==> src/rtl/srb_rd_sched.sv <==
// ---------------------------------------------------------------------------
// srb_rd_sched
//
// Read scheduler sitting directly downstream of the sparse read buffer (SRB).
// Read requests (SRB slot index + opaque consumer tag) are collected in a
// small collapsing pending queue. Each cycle the oldest pending request whose
// SRB entry is currently valid is issued to the SRB. Younger requests may
// therefore be serviced before older ones that are still waiting on their
// entry. The SRB answers combinationally in the same cycle. The answer is
// captured, together with the request's tag and index, into a 1-deep
// registered output stage.
//
// Ports
//   clk, rst_n        : single clock, asynchronous active-low reset
//   flush             : synchronous clear of pending queue and output stage
//   req_valid/ready   : request handshake
//   req_idx, req_tag  : SRB slot to read and consumer tag
//   srb_r_req_*       : read request to the SRB (valid, idx, ready)
//   srb_r_rsp_*       : read response from the SRB (valid, data, ready)
//   srb_entry_valid   : per-slot valid bits of the SRB
//   out_valid/ready   : registered response handshake
//   out_data/tag/idx  : response data, tag and slot of the serviced request
//   pend_cnt          : number of occupied pending-queue slots
// ---------------------------------------------------------------------------
module srb_rd_sched #(
   parameter  int DATA_WIDTH = 32,
   parameter  int SRB_DEPTH  = 8,
   parameter  int TAG_W      = 4,
   parameter  int PQ_DEPTH   = 4,
   localparam int IDX_W      = $clog2(SRB_DEPTH),
   localparam int CNT_W      = $clog2(PQ_DEPTH + 1)
) (
   input  logic                  clk,
   input  logic                  rst_n,
   input  logic                  flush,
   input  logic                  req_valid,
   output logic                  req_ready,
   input  logic [IDX_W-1:0]      req_idx,
   input  logic [TAG_W-1:0]      req_tag,
   output logic                  srb_r_req_valid,
   output logic [IDX_W-1:0]      srb_r_req_idx,
   input  logic                  srb_r_req_ready,
   input  logic                  srb_r_rsp_valid,
   input  logic [DATA_WIDTH-1:0] srb_r_rsp_data,
   output logic                  srb_r_rsp_ready,
   input  logic [SRB_DEPTH-1:0]  srb_entry_valid,
   output logic                  out_valid,
   input  logic                  out_ready,
   output logic [DATA_WIDTH-1:0] out_data,
   output logic [TAG_W-1:0]      out_tag,
   output logic [IDX_W-1:0]      out_idx,
   output logic [CNT_W-1:0]      pend_cnt
);

   localparam int SEL_W = (PQ_DEPTH > 1) ? $clog2(PQ_DEPTH) : 1;

   // Pending queue storage. Slot 0 is the oldest; occupied slots are always
   // the contiguous range 0..r_cnt-1, so occupancy is derived from the count.
   logic [IDX_W-1:0]      r_pqIdx [PQ_DEPTH];
   logic [TAG_W-1:0]      r_pqTag [PQ_DEPTH];
   logic [CNT_W-1:0]      r_cnt;

   // Output stage
   logic                  r_outValid;
   logic [DATA_WIDTH-1:0] r_outData;
   logic [TAG_W-1:0]      r_outTag;
   logic [IDX_W-1:0]      r_outIdx;

   logic [PQ_DEPTH-1:0]   w_elig;
   logic                  w_anyElig;
   logic [SEL_W-1:0]      w_sel;
   logic [IDX_W-1:0]      w_selIdx;
   logic [TAG_W-1:0]      w_selTag;
   logic                  w_reqReady;
   logic                  w_rspReady;
   logic                  w_enq;
   logic                  w_hsk;
   logic [CNT_W-1:0]      w_wrPos;
   logic [CNT_W-1:0]      w_nxtCnt;
   logic [IDX_W-1:0]      w_nxtIdx [PQ_DEPTH];
   logic [TAG_W-1:0]      w_nxtTag [PQ_DEPTH];

   // A slot can issue only when it is occupied and the SRB currently holds
   // valid data for the slot index it names.
   always_comb begin : eligibility
      w_elig = '0;
      for (int k = 0; k < PQ_DEPTH; k++) begin
         w_elig[k] = (CNT_W'(k) < r_cnt) && srb_entry_valid[r_pqIdx[k]];
      end
   end

   // Fixed priority by age: scanning from the youngest down, the last hit
   // wins, which leaves the lowest (oldest) eligible slot selected.
   always_comb begin : pickOldest
      w_anyElig = 1'b0;
      w_sel     = '0;
      w_selIdx  = '0;
      w_selTag  = '0;
      for (int k = PQ_DEPTH - 1; k >= 0; k--) begin
         if (w_elig[k]) begin
            w_anyElig = 1'b1;
            w_sel     = SEL_W'(k);
            w_selIdx  = r_pqIdx[k];
            w_selTag  = r_pqTag[k];
         end
      end
   end

   // Handshake terms. The same-cycle dequeue is deliberately not credited to
   // req_ready so the ready path does not depend on the SRB response.
   always_comb begin : handshakes
      w_reqReady = (r_cnt < CNT_W'(PQ_DEPTH)) && !flush;
      w_rspReady = (!r_outValid || out_ready) && !flush;
      w_enq      = req_valid && w_reqReady;
      w_hsk      = w_anyElig && !flush && srb_r_req_ready &&
                   srb_r_rsp_valid && w_rspReady;
   end

   // Next queue contents: on a handshake every slot from the selected one
   // upward takes its younger neighbour. A new request lands just above the
   // last occupied slot after that collapse, keeping age order intact.
   always_comb begin : queueNext
      for (int k = 0; k < PQ_DEPTH; k++) begin
         w_nxtIdx[k] = r_pqIdx[k];
         w_nxtTag[k] = r_pqTag[k];
      end
      if (w_hsk) begin
         for (int k = 0; k < PQ_DEPTH - 1; k++) begin
            if (SEL_W'(k) >= w_sel) begin
               w_nxtIdx[k] = r_pqIdx[k+1];
               w_nxtTag[k] = r_pqTag[k+1];
            end
         end
      end
      w_wrPos = r_cnt - CNT_W'(w_hsk);
      for (int k = 0; k < PQ_DEPTH; k++) begin
         if (w_enq && (CNT_W'(k) == w_wrPos)) begin
            w_nxtIdx[k] = req_idx;
            w_nxtTag[k] = req_tag;
         end
      end
      w_nxtCnt = r_cnt + CNT_W'(w_enq) - CNT_W'(w_hsk);
   end

   // Pending queue registers. Flush only needs to clear the count; stale
   // slot contents beyond the count are never looked at.
   always_ff @(posedge clk or negedge rst_n) begin
      if (!rst_n) begin
         r_cnt <= '0;
         for (int k = 0; k < PQ_DEPTH; k++) begin
            r_pqIdx[k] <= '0;
            r_pqTag[k] <= '0;
         end
      end else if (flush) begin
         r_cnt <= '0;
      end else begin
         r_cnt <= w_nxtCnt;
         for (int k = 0; k < PQ_DEPTH; k++) begin
            r_pqIdx[k] <= w_nxtIdx[k];
            r_pqTag[k] <= w_nxtTag[k];
         end
      end
   end

   // Output stage: a handshake always reloads it (possible because the SRB
   // response is only accepted when the stage is empty or draining), so a
   // response can be delivered every cycle. Data holds while stalled.
   always_ff @(posedge clk or negedge rst_n) begin
      if (!rst_n) begin
         r_outValid <= 1'b0;
         r_outData  <= '0;
         r_outTag   <= '0;
         r_outIdx   <= '0;
      end else if (flush) begin
         r_outValid <= 1'b0;
      end else if (w_hsk) begin
         r_outValid <= 1'b1;
         r_outData  <= srb_r_rsp_data;
         r_outTag   <= w_selTag;
         r_outIdx   <= w_selIdx;
      end else if (out_ready) begin
         r_outValid <= 1'b0;
      end
   end

   assign req_ready       = w_reqReady;
   assign srb_r_req_valid = w_anyElig && !flush;
   assign srb_r_req_idx   = w_selIdx;
   assign srb_r_rsp_ready = w_rspReady;
   assign out_valid       = r_outValid;
   assign out_data        = r_outData;
   assign out_tag         = r_outTag;
   assign out_idx         = r_outIdx;
   assign pend_cnt        = r_cnt;

endmodule

==> config.mk <==
export PLATFORM = sky130hd
export DESIGN_NAME = srb_rd_sched
export DESIGN_NICKNAME = d
export VERILOG_FILES = /design/src/rtl/srb_rd_sched.sv
export SDC_FILE = /design/constraint.sdc
export NUM_CORES = 1
export LEC_CHECK = 0
export BUFFER_PORTS_ARGS = -buffer_cell sky130_fd_sc_hd__clkbuf_2
export CORE_ASPECT_RATIO = 1.25
export CORE_MARGIN = 4
export CORE_UTILIZATION = 49
export CTS_BUF_LIST = sky130_fd_sc_hd__clkbuf_4
export DETAILED_ROUTE_END_ITERATION = 10
export HOLD_SLACK_MARGIN = 0.05
export PLACE_DENSITY = 0.74
export SLEW_MARGIN = 10
export SYNTH_ARGS = -nofsm -noshare
export SYNTH_HDL_FRONTEND = slang
export SYNTH_SLANG_ARGS = --single-unit
==> constraint.sdc <==
create_clock -name clk -period 3.1 [get_ports clk]
set_clock_uncertainty 0.1 [all_clocks]
set_input_delay 0.465 -clock clk [delete_from_list [all_inputs] [get_ports clk]]
set_output_delay 0.465 -clock clk [all_outputs]
set_load 0.02 [all_outputs]
### Word-level counts from Yosys, hierarchy flattened

Index checks and enable logic that the tools add are counted.

| cells by class | value |
|---|---|
| $add $sub $neg | 3 |
| order comparisons | 12 |
| equality and inequality tests | 3 |
| mux-type cells | 42 |
| bitwise gates (word level) | 1 |
| reductions and logical operators | 31 |

Operator list:

| kind | number |
|---|---|
| 4-bit 2-to-1 mux | 10 |
| 3-bit 2-to-1 mux | 11 |
| 3-bit by 4-bit < comparator with 1-bit output (second input constant) | 4 |
| 1-bit logical AND | 15 |
| 1-bit binary-select mux with 3-bit select | 4 |
| 12-bit 2-to-1 mux | 1 |
| 2-bit nonzero test | 6 |
| 1-bit 2-to-1 mux | 11 |
| 9-bit 2-to-1 mux | 1 |
| 3-bit AND reduction | 3 |
| 2-bit 2-to-1 mux | 4 |
| 2-bit by 3-bit == test with 1-bit output (first input constant) | 2 |
| 1-bit by 3-bit < comparator with 1-bit output (first input constant) | 2 |
| 2-bit by 3-bit < comparator with 1-bit output (first input constant) | 2 |
| 3-bit by 1-bit subtractor with 3-bit output | 2 |
| 1-bit by 2-bit >= comparator with 1-bit output (first input constant) | 2 |
| 2-bit AND reduction | 2 |
| 3-bit by 1-bit adder with 3-bit output | 1 |
| 1-bit by 3-bit == test with 1-bit output (first input constant) | 1 |
| 3-bit logical NOT | 1 |
| 3-bit < comparator (second input constant) | 1 |
| 3-bit nonzero test | 1 |
| 2-bit >= comparator (first input constant) | 1 |
| 1-bit logical NOT | 2 |
| 2 further kinds | 2 |

| word-level totals | value |
|---|---|
| register bits | 71 |
| input port bits | 54 |
| output and inout port bits | 49 |
| logic and storage cells | 105 |

### Depth between registers and ports, before layout

Gate-level depths: netlist of run 1.

| depth | value |
|---|---|
| depth after elaboration | 16 |
| depth in mapped cells | 17 |
| gate-level depth less buffers | 14 |

### Worst setup path before layout of run 1

No wires, ideal clock.

| timing path | value |
|---|---|
| kind | flip-flop to flip-flop |
| from | register r_cnt[1], in the netlist pend_cnt[1] |
| to | register r_pqIdx[1] (netlist name) |
| setup time | 0.125 ns |
| arrival time | 3.303 ns |
| setup slack | -0.428 ns |
| cell stages (with the launch flop) | 13 |
| period minus slack after synthesis | 3.528 ns |
| path through | dfrtp_1 > inv_1 > ha_1 > a21oi_1 > o31ai_4 > a41o_1 > buf_6 > inv_4 > buf_2 > ha_1 > ha_1 > nor4_2 > mux2_2 |

| on the way | value |
|---|---|
| cells in the longest elaborated chain, start to end | 14 |
| elaborated cells on any way between the ends | 23 |
| classes of those cells | 1 x add/sub; 5 x order compare; 1 x eq/ne; 4 x mux; 12 x reduce/logical |

RTL lines:

| item | line | text |
|---|---|---|
| start, declared | 61 | `logic [CNT_W-1:0] r_cnt;` |
| start signal, assigned | 157 | `r_cnt <= w_nxtCnt;` |
| 2-bit by 3-bit < comparator with 1-bit output | 88 | `w_elig[k] = (CNT_W'(k) < r_cnt) && srb_entry_valid[r_pqIdx[k]];` |
| 1-bit logical AND | 88 |  |
| 1-bit 2-to-1 mux (4 in a row) | 100 | `if (w_elig[k]) begin` |
| 1-bit logical AND (3 in a row) | 115 | `w_hsk = w_anyElig && !flush && srb_r_req_ready &&` |
| 1-bit logical AND | 116 | `srb_r_rsp_valid && w_rspReady;` |
| 3-bit by 1-bit subtractor with 3-bit output | 135 | `w_wrPos = r_cnt - CNT_W'(w_hsk);` |
| 2-bit by 3-bit == test with 1-bit output | 137 | `if (w_enq && (CNT_W'(k) == w_wrPos)) begin` |
| 1-bit logical AND (*) | 137 |  |
| 2-bit AND reduction (no source line) (*) | -- |  |
| end signal, assigned by index | 159 | `r_pqIdx[k] <= w_nxtIdx[k];` |
| end, declared | 59 | `logic [IDX_W-1:0] r_pqIdx [PQ_DEPTH];` |

Mark *: on every way between the ends. The rest lies on a longest branch, timed or not.
A chain may end at the register's enable or synchronous reset.

### Final worst setup path of run 1

| timing path | value |
|---|---|
| from | register r_pqIdx[4] (netlist name) |
| to | output srb_r_req_idx[1] |

| on the way | value |
|---|---|
| cells in the longest elaborated chain, start to end | 6 |

RTL lines:

| item | line | text |
|---|---|---|
| 1-bit binary-select mux with 3-bit select | 88 |  |
| 1-bit 2-to-1 mux (not written as such) | 88 |  |
| 1-bit logical AND | 88 |  |
| 3-bit 2-to-1 mux (*) (3 in a row) | 100 |  |
| end, declared | 41 | `output logic [IDX_W-1:0] srb_r_req_idx,` |

Mark *: on every way between the ends. The rest lies on a longest branch, timed or not. The select of a mux whose other input is x is not followed.

==> results by group, run 1 <==
Run status
  – Status: finished clean

Final layout
  – Area growth syn-to-layout: 25.4%
  – Post-route cell area: between 4000 and 5000 sq um
  – Antenna Cells: 0
  – Final Util: between 60% and 70%
  – Total Nets Final: approximately 570
  – Share of layout cells above drive strength 1: between 30% and 40%

Global route
  – All-Layer GR Usage: roughly 21%
  – Vias in the first global route: about 3200
  – Antenna violations before repair: 0
  – GR Layer Usage met2: a little over a third
  – Largest net degree at the start of global routing: between 40 and 50
  – Most Crowded Layer GR: met2
  – First-pass GRT wire length: 15800 microns
  – Total congestion overflow: 0
  – Fraction of met1 tracks used by global routing: 28.2%
  – GR Layer Usage met3: ~3.2%

Power and ir drop
  – Switching Fraction: a little under half
  – PwrDens: roughly 1100 nW/um^2
  – Comb power frac: about 53%
  – Clock share of power: between 10% and 20%
  – Sequential share of power: 33.7%
  – Max rail drop VDD: 642 uV
  – Int Power: 0.00278 W
  – Lkg Pwr: 2.46 nW
  – P_sw: between 0.002 and 0.0025 W

Min path
  – Cell depth of the worst min-delay path: 3
  – Worst Hold Class: primary input to register
  – Critical hold path startpoint: srb_r_rsp_data[28]
  – End of the worst hold path: out_data[28]

Critical path
  – Crit-path slowest cell: dfrtp_2
  – CP required: approximately 2.5 ns
  – Worst R2R End: r_pqTag[11]
  – Data arrival, critical path: ~2.4 ns
  – Cells on worst reg2reg path: 11
  – Crit path launch type: register
  – Crit path buffers/inverters: 1
  – Crit Reg-Reg Startpoint: r_pqIdx[10]
  – Worst Path Class, Setup: register to output port
  – Slowest stage delay, CP: roughly 0.45 ns
  – Chain of cells forming the critical path: mux2i_2 > o32ai_2 > o31a_1 > or3_1 > a31oi_2 > or2_1 > buf_2
  – Worst R2R Setup Slack: around 0.11 ns
  – Endpoint class of the critical path: output port
  – Cell family with the largest share of critical-path delay: compound AO/OA/AOI/OAI gates
  – CP Max Fanout: 4

STA
  – Max_slew headroom: roughly 53%
  – Pins Over Slew Limit: 0
  – Worst hold slack: approximately 0.12 ns
  – Worst Tran Pin Value: a little over 0.7 ns
  – Minimum clock period: between 2 and 3 ns
  – Endpoints failing setup: 0
  – Tcrit/Tclk final: 96.5%
  – Fin worst setup slack: 0.109 ns
  – Final Hold Fails: 0
  – FMAX: approximately 330 MHz

Yosys
  – Synth warnings: 0
  – Seq cells post-synth: 71
  – EDFF count, synth: 0
  – Async SR Flop Fraction: between 90% and 100%
  – Mapped Cells: a little under 400
  – Cell with the most instances after synthesis: nand2_1
  – Syn avg cell area: just under 10 sq um
  – Area contributors post-synth: dfrtp_1 46%, nand2_1 11%, mux2i_1 8.1%, mux2_2 4.1%, nor2_1 2.5%
  – Count of cell types in the netlist: 52
  – Top_reg_cell synth: dfrtp_1
  – Syn nets: around 450
  – Leading area contributor after synthesis: dfrtp_1
  – Register area share after synthesis: 46.3%
  – Synth top area share: a little under half
  – Most common library cells after synthesis: 111 x nand2_1, 71 x dfrtp_1, 31 x mux2i_1, 26 x nor2_1, 16 x a21oi_1
  – Synth Cell Area: 3840 sq um

Route
  – DRT iter0 DRCs: roughly 140
  – DR pass1 iterations: 6
  – # DRC: 0
  – Routed WL per cell: between 15 and 20 microns
  – Sum of routed wire length over all layers: between 9000 and 10000 microns
  – Vias: around 3300
  – Via density: between 5 and 6
  – Final ANT Viol Nets: 0

Floorplanning
  – Core ar.: between 7000 and 8000 sq um
  – Die Ht: approximately 110 microns
  – Die area: around 9300 sq um
  – Initial core utilization: about 50%
  – Die X: ~87 microns
  – I/O Pins: a little over 100
  – Cell row count: 35

Place
  – GP Congestion: 0.916
  – Placement Setup Slack: about 0.053 ns
  – Post-DP HPWL: 7360 microns
  – I/O Buffers: just over 100
  – Dpl cell area: 4540 sq um

CTS
  – Reg clk slew, reported paths: roughly 0.15 ns
  – Clock sink count: 71
  – CTS buffer count: 9
  – Root Driver: clkbuf_4
  – Clock Path Buffers: 2
  – Htree depth: 3
  – Clk_lat worst skew: between 0.4 and 0.5 ns
  – CTS tree: yes

Run
  – Max_cap viols: 0
worst max path at each step:
stage / to / startpoint / slack [ns] / depth (start not counted)
after CTS: srb_r_req_idx[1] / pend_cnt[2] / 0.002 / 10
after global routing: srb_r_req_idx[1] / r_pqIdx[10] / -0.03 / 8
after global placement: r_pqTag[10] / srb_entry_valid[2] / 0.11 / 12
final: srb_r_req_idx[1] / r_pqIdx[4] / 0.11 / 7
after floorplan: r_pqIdx[7] / r_pqIdx[10] / 0.009 / 13
after detailed placement: r_pqIdx[8] / srb_entry_valid[2] / 0.05 / 12
cell usage in the layout, fill, tap and decap left out, drive strengths merged, types with 2 or more instances in the layout:
master and instances:
a31o 2, a22oi 2, o31ai 4, a21oi 16, mux2i 31, mux4 2
nand2 111, clkinv 2, nor2b 5, nand3 9, and2 2, mux2 22
o31a 2, inv 12, or3 3, nor2 27, clkbuf 109, dfrtp 71
nor3 5, ha 6, bufinv 2, buf 24, nand3b 4, o21ai 8
nand2b 3, o41ai 4, a221oi 4, a31oi 5, nor3b 2
metal layers:
layer | routed length (microns) | vias up
met5 | 0 | -
met1 | 4080 | 1550
met4 | 147 | 0
met3 | 609 | 13
met2 | 4830 | 123
li1 | - | 1572
through the flow:
stage | std cells | total power (W) | TNS, ns
after detailed placement | 582 | 0.00426 | 0
after floorplan | 390 | 0.00347 | 0
after global routing | 602 | 0.00545 | -0.0306
final | 602 | 0.00507 | 0
after global placement | 582 | 0.00418 | 0
after CTS | 601 | 0.00500 | 0
state kept, by name, summed over array words and instances (netlist names):
register / cells
out_data: 32
out_tag: 4
r_pqTag: 16
r_pqIdx: 12
out_valid: 1
pend_cnt: 3
out_idx: 3
power groups by stage:
| stage | clock (W) | sequential [W] | combinational [W] |
|---|---|---|---|
| after floorplan | 0 | 0.00188 | 0.00159 |
| after global placement | 0 | 0.00170 | 0.00249 |
| after detailed placement | 0 | 0.00172 | 0.00254 |
| after CTS | 0.000720 | 0.00169 | 0.00258 |
| after global routing | 0.000768 | 0.00176 | 0.00292 |
| final | 0.000700 | 0.00171 | 0.00266 |
layout make-up:
class,instances,area (sq um)
Fill cell,614,2680
Multi-Input combinational cell,289,2000
Sequential cell,71,1780
Timing Repair Buffer,125,702
Tap cell,92,115
Clock inverter,7,103
Clock buffer,9,67.6
Inverter,9,36.3
what timing repair did:
item / CTS / global route
hold buffers: 1 / 0
hold endpoints to repair: 28 / 0
setup buffers: 2 / 1
gates resized for setup: 2 / 15
setup endpoints to repair: 2 / 9
pin swaps: 0 / 3
worst min-delay path, cell delays in order:
cell and delay (ns):
clkbuf_2 0.07, nand2_1 0.04, nand2_1 0.04
cells by family after synthesis:
logic type | share of synthesized area, %
buffers and inverters | 4.17
AOI/OAI and AO/OA | 11.3
xor gates and xnor gates | 0.228
DFF | 46.3
muxes | 15.7
and+or+nand+nor | 19.8
adders and majority gates | 2.48
(Power assumes the default switching activity.)
==> inputs of run 2 (changes only) <==
Settings changed: BUFFER_PORTS_ARGS -buffer_cell sky130_fd_sc_hd__clkbuf_2 to not set, CORE_MARGIN 4 to 3, CORE_UTILIZATION 49 to 60, CTS_BUF_LIST sky130_fd_sc_hd__clkbuf_4 to sky130_fd_sc_hd__clkbuf_4 sky130_fd_sc_hd__clkbuf_8, DONT_BUFFER_PORTS set to 1, PLACE_DENSITY 0.74 to 0.75.
==> results by group, run 2 (synthesis gave the netlist of run 1 again) <==
Route
  – Sum of routed wire length over all layers: 9380 microns (-3.0%)
  – # DRC: 0 (unchanged)
  – Final ANT Viol Nets: 0 (unchanged)
  – Routed WL per cell: 19.1 microns (+19%)
  – Via density: 6.13 (+13%)
  – DR pass1 iterations: 5 (-1)
  – Vias: 3008 (-7.7%)
  – DRT iter0 DRCs: 217 (+58%)

STA
  – Pins Over Slew Limit: 0 (unchanged)
  – Max_slew headroom: 68.9% (+16 points)
  – Worst Tran Pin Value: 0.466 ns (-0.244 ns)
  – Setup total negative slack: 0 ns (unchanged)
  – Final Hold Fails: 0 (unchanged)
  – Worst hold slack: 0.0747 ns (-0.0412 ns)
  – Tcrit/Tclk final: 98.3% (+1.9 points)
  – Fin worst setup slack: 0.0514 ns (-0.0581 ns)
  – Minimum clock period: 3.05 ns (+0.0581 ns)
  – Endpoints failing setup: 0 (unchanged)
  – FMAX: 328 MHz (-1.9%)

Critical path
  – Worst Path Class, Setup: register to register
  – Cell repeated most along the worst path: mux2_1
  – Crit path launch type: register
  – Slowest stage delay, CP: 0.45 ns (about the same)
  – Endpoint class of the critical path: register
  – CP Max Fanout: 8 (+4)
  – CP required: 3.23 ns (+0.70 ns)
  – Data arrival, critical path: 3.18 ns (+0.75 ns)
  – Chain of cells forming the critical path: mux2_1 > o21ai_2 > a31o_1 > a41o_2 > inv_4 > ha_2 > ha_4 > nor2_4 > nand3b_4 > mux2_2 > mux2_1
  – Crit-path slowest cell: dfrtp_2

CTS
  – CTS tree: yes
  – CTS buffer count: 9 (unchanged)
  – Htree depth: 3 (unchanged)
  – Clock Path Buffers: 2 (unchanged)
  – Clock sink count: 71 (unchanged)
  – Root Driver: clkbuf_8
  – Reg clk slew, reported paths: 0.08 ns (-0.07 ns)
  – Clk_lat worst skew: 0.35 ns (-0.06 ns)

Power and ir drop
  – PwrDens: 1150 nW/um^2 (+8.9%)
  – Switching Fraction: 44.2% (-0.93 points)
  – Comb power frac: 40.7% (-12 points)
  – Int Power: 0.00280 W (+0.42%)
  – Max rail drop VDD: 546 uV (-15%)
  – Sequential share of power: 40.8% (+7.1 points)
  – P_sw: 0.00222 W (-3.3%)
  – Clock share of power: 18.5% (+4.7 points)
  – Lkg Pwr: 2.06 nW (-16%)

Place
  – Post-DP HPWL: 6620 microns (-10%)
  – Dpl cell area: 3980 sq um (-12%)
  – I/O Buffers: 0 (-100%)
  – Placement Setup Slack: 0.0491 ns (-0.00378 ns)
  – GP Congestion: 0.917 (about the same)

Floorplanning
  – I/O Pins: 103 (unchanged)
  – Initial core utilization: 63.8% (+13 points)
  – Die X: 77.5 microns (-11%)
  – Die Ht: 95.4 microns (-11%)
  – Core ar.: 6010 sq um (-20%)
  – Cell row count: 31 (-11%)
  – Die area: 7400 sq um (-21%)

Final layout
  – Footprint of the multi-input gates: 1990 sq um (-0.50%)
  – Post-route cell area: 4360 sq um (-9.3%)
  – Most common cell after layout, fill and taps aside: nand2_1
  – Share of layout cells above drive strength 1: 22.2% (-16 points)
  – Total Nets Final: 465 (-18%)
  – FF/Latch Area: 1780 sq um (about the same)
  – Most frequent cells in the layout: 111 x nand2_1, 67 x dfrtp_1, 30 x mux2i_1
  – Max reg flops: 32 (unchanged)
  – Antenna Cells: 0 (unchanged)
  – Area growth syn-to-layout: 13.7%
  – Final Util: 72.5% (+8.3 points)
  – FILL cells: 433 (-29%)

Run status
  – Status: finished clean

Global route
  – Antenna violations before repair: 0 (unchanged)
  – All-Layer GR Usage: 26.4% (+5.0 points)
  – Largest net degree at the start of global routing: 72 (+57%)
  – First-pass GRT wire length: 15100 microns (-4.3%)
  – Vias in the first global route: 2884 (-11%)
  – Total congestion overflow: 0 (unchanged)

Min path
  – Worst Hold Class: primary input to register

Run
  – Max_cap viols: 0 (unchanged)
[run 2: final timing paths]
| path | startpoint | to | slack [ns] | cells after the start |
|---|---|---|---|---|
| worst max-delay path | r_pqIdx[0] | r_pqTag[11] | 0.05 | 11 |
| worst min-delay path | flush | pend_cnt[1] | 0.07 | 1 |
| worst max register to register | r_pqIdx[0] | r_pqTag[11] | 0.05 | 11 |
| worst min register to register | r_pqTag[8] | r_pqTag[8] | 0.42 | 1 |
| max in group asynchronous | rst_n | r_pqIdx[4] | 2.03 | 2 |
| min in group asynchronous | rst_n | out_data[14] | 0.56 | 2 |
[run 2: power by group through the flow]
stage               registers, W  clock network [W]  logic [W]
floorplan                0.00188                  0    0.00159
global placement         0.00204                  0    0.00182
detailed placement       0.00206                  0    0.00188
CTS                      0.00204           0.000938    0.00193
global route             0.00210           0.000977    0.00225
finish                   0.00204           0.000929    0.00204
[run 2: cell type report]
class / count / share of cell area [%]
Clock inverter: 6 / 2.64
Tap cell: 82 / 2.35
Sequential cell: 71 / 40.8
Inverter: 9 / 0.832
Clock buffer: 10 / 3.16
Multi-Input combinational cell: 290 / 45.7
Timing Repair Buffer: 23 / 4.48
[run 2: timing repair]
action	CTS	global route
hold buffers	2	0
buffers inserted	0	6
resized for setup	1	9
cloned	0	1
setup endpoints to repair	1	30
pin swaps	0	4
hold endpoints to repair	71	0
[run 2: worst max-delay path: cells and delay by family, from the launching register on]
kind	cells	cell delay [ns]
muxes	3	0.93
adders and majority gates	2	0.36
DFF	1	0.45
buffers and inverters	1	0.04
AOI/OAI and AO/OA	3	0.72
and+or+nand+nor	2	0.34
[run 2: per-layer routing]
layer  GRT usage, %  wire length, microns
met1           34.5                  3890
met2           43.3                  4670
met5              0                     0
met3           6.81                   658
met4           8.61                   167
[run 2: per-stage QoR]
stage	power, W	std cells
2_1_floorplan	0.00347	390
3_3_place_gp	0.00386	466
3_5_place_dp	0.00394	466
4_1_cts	0.00491	484
5_1_grt	0.00533	491
6_report	0.00501	491
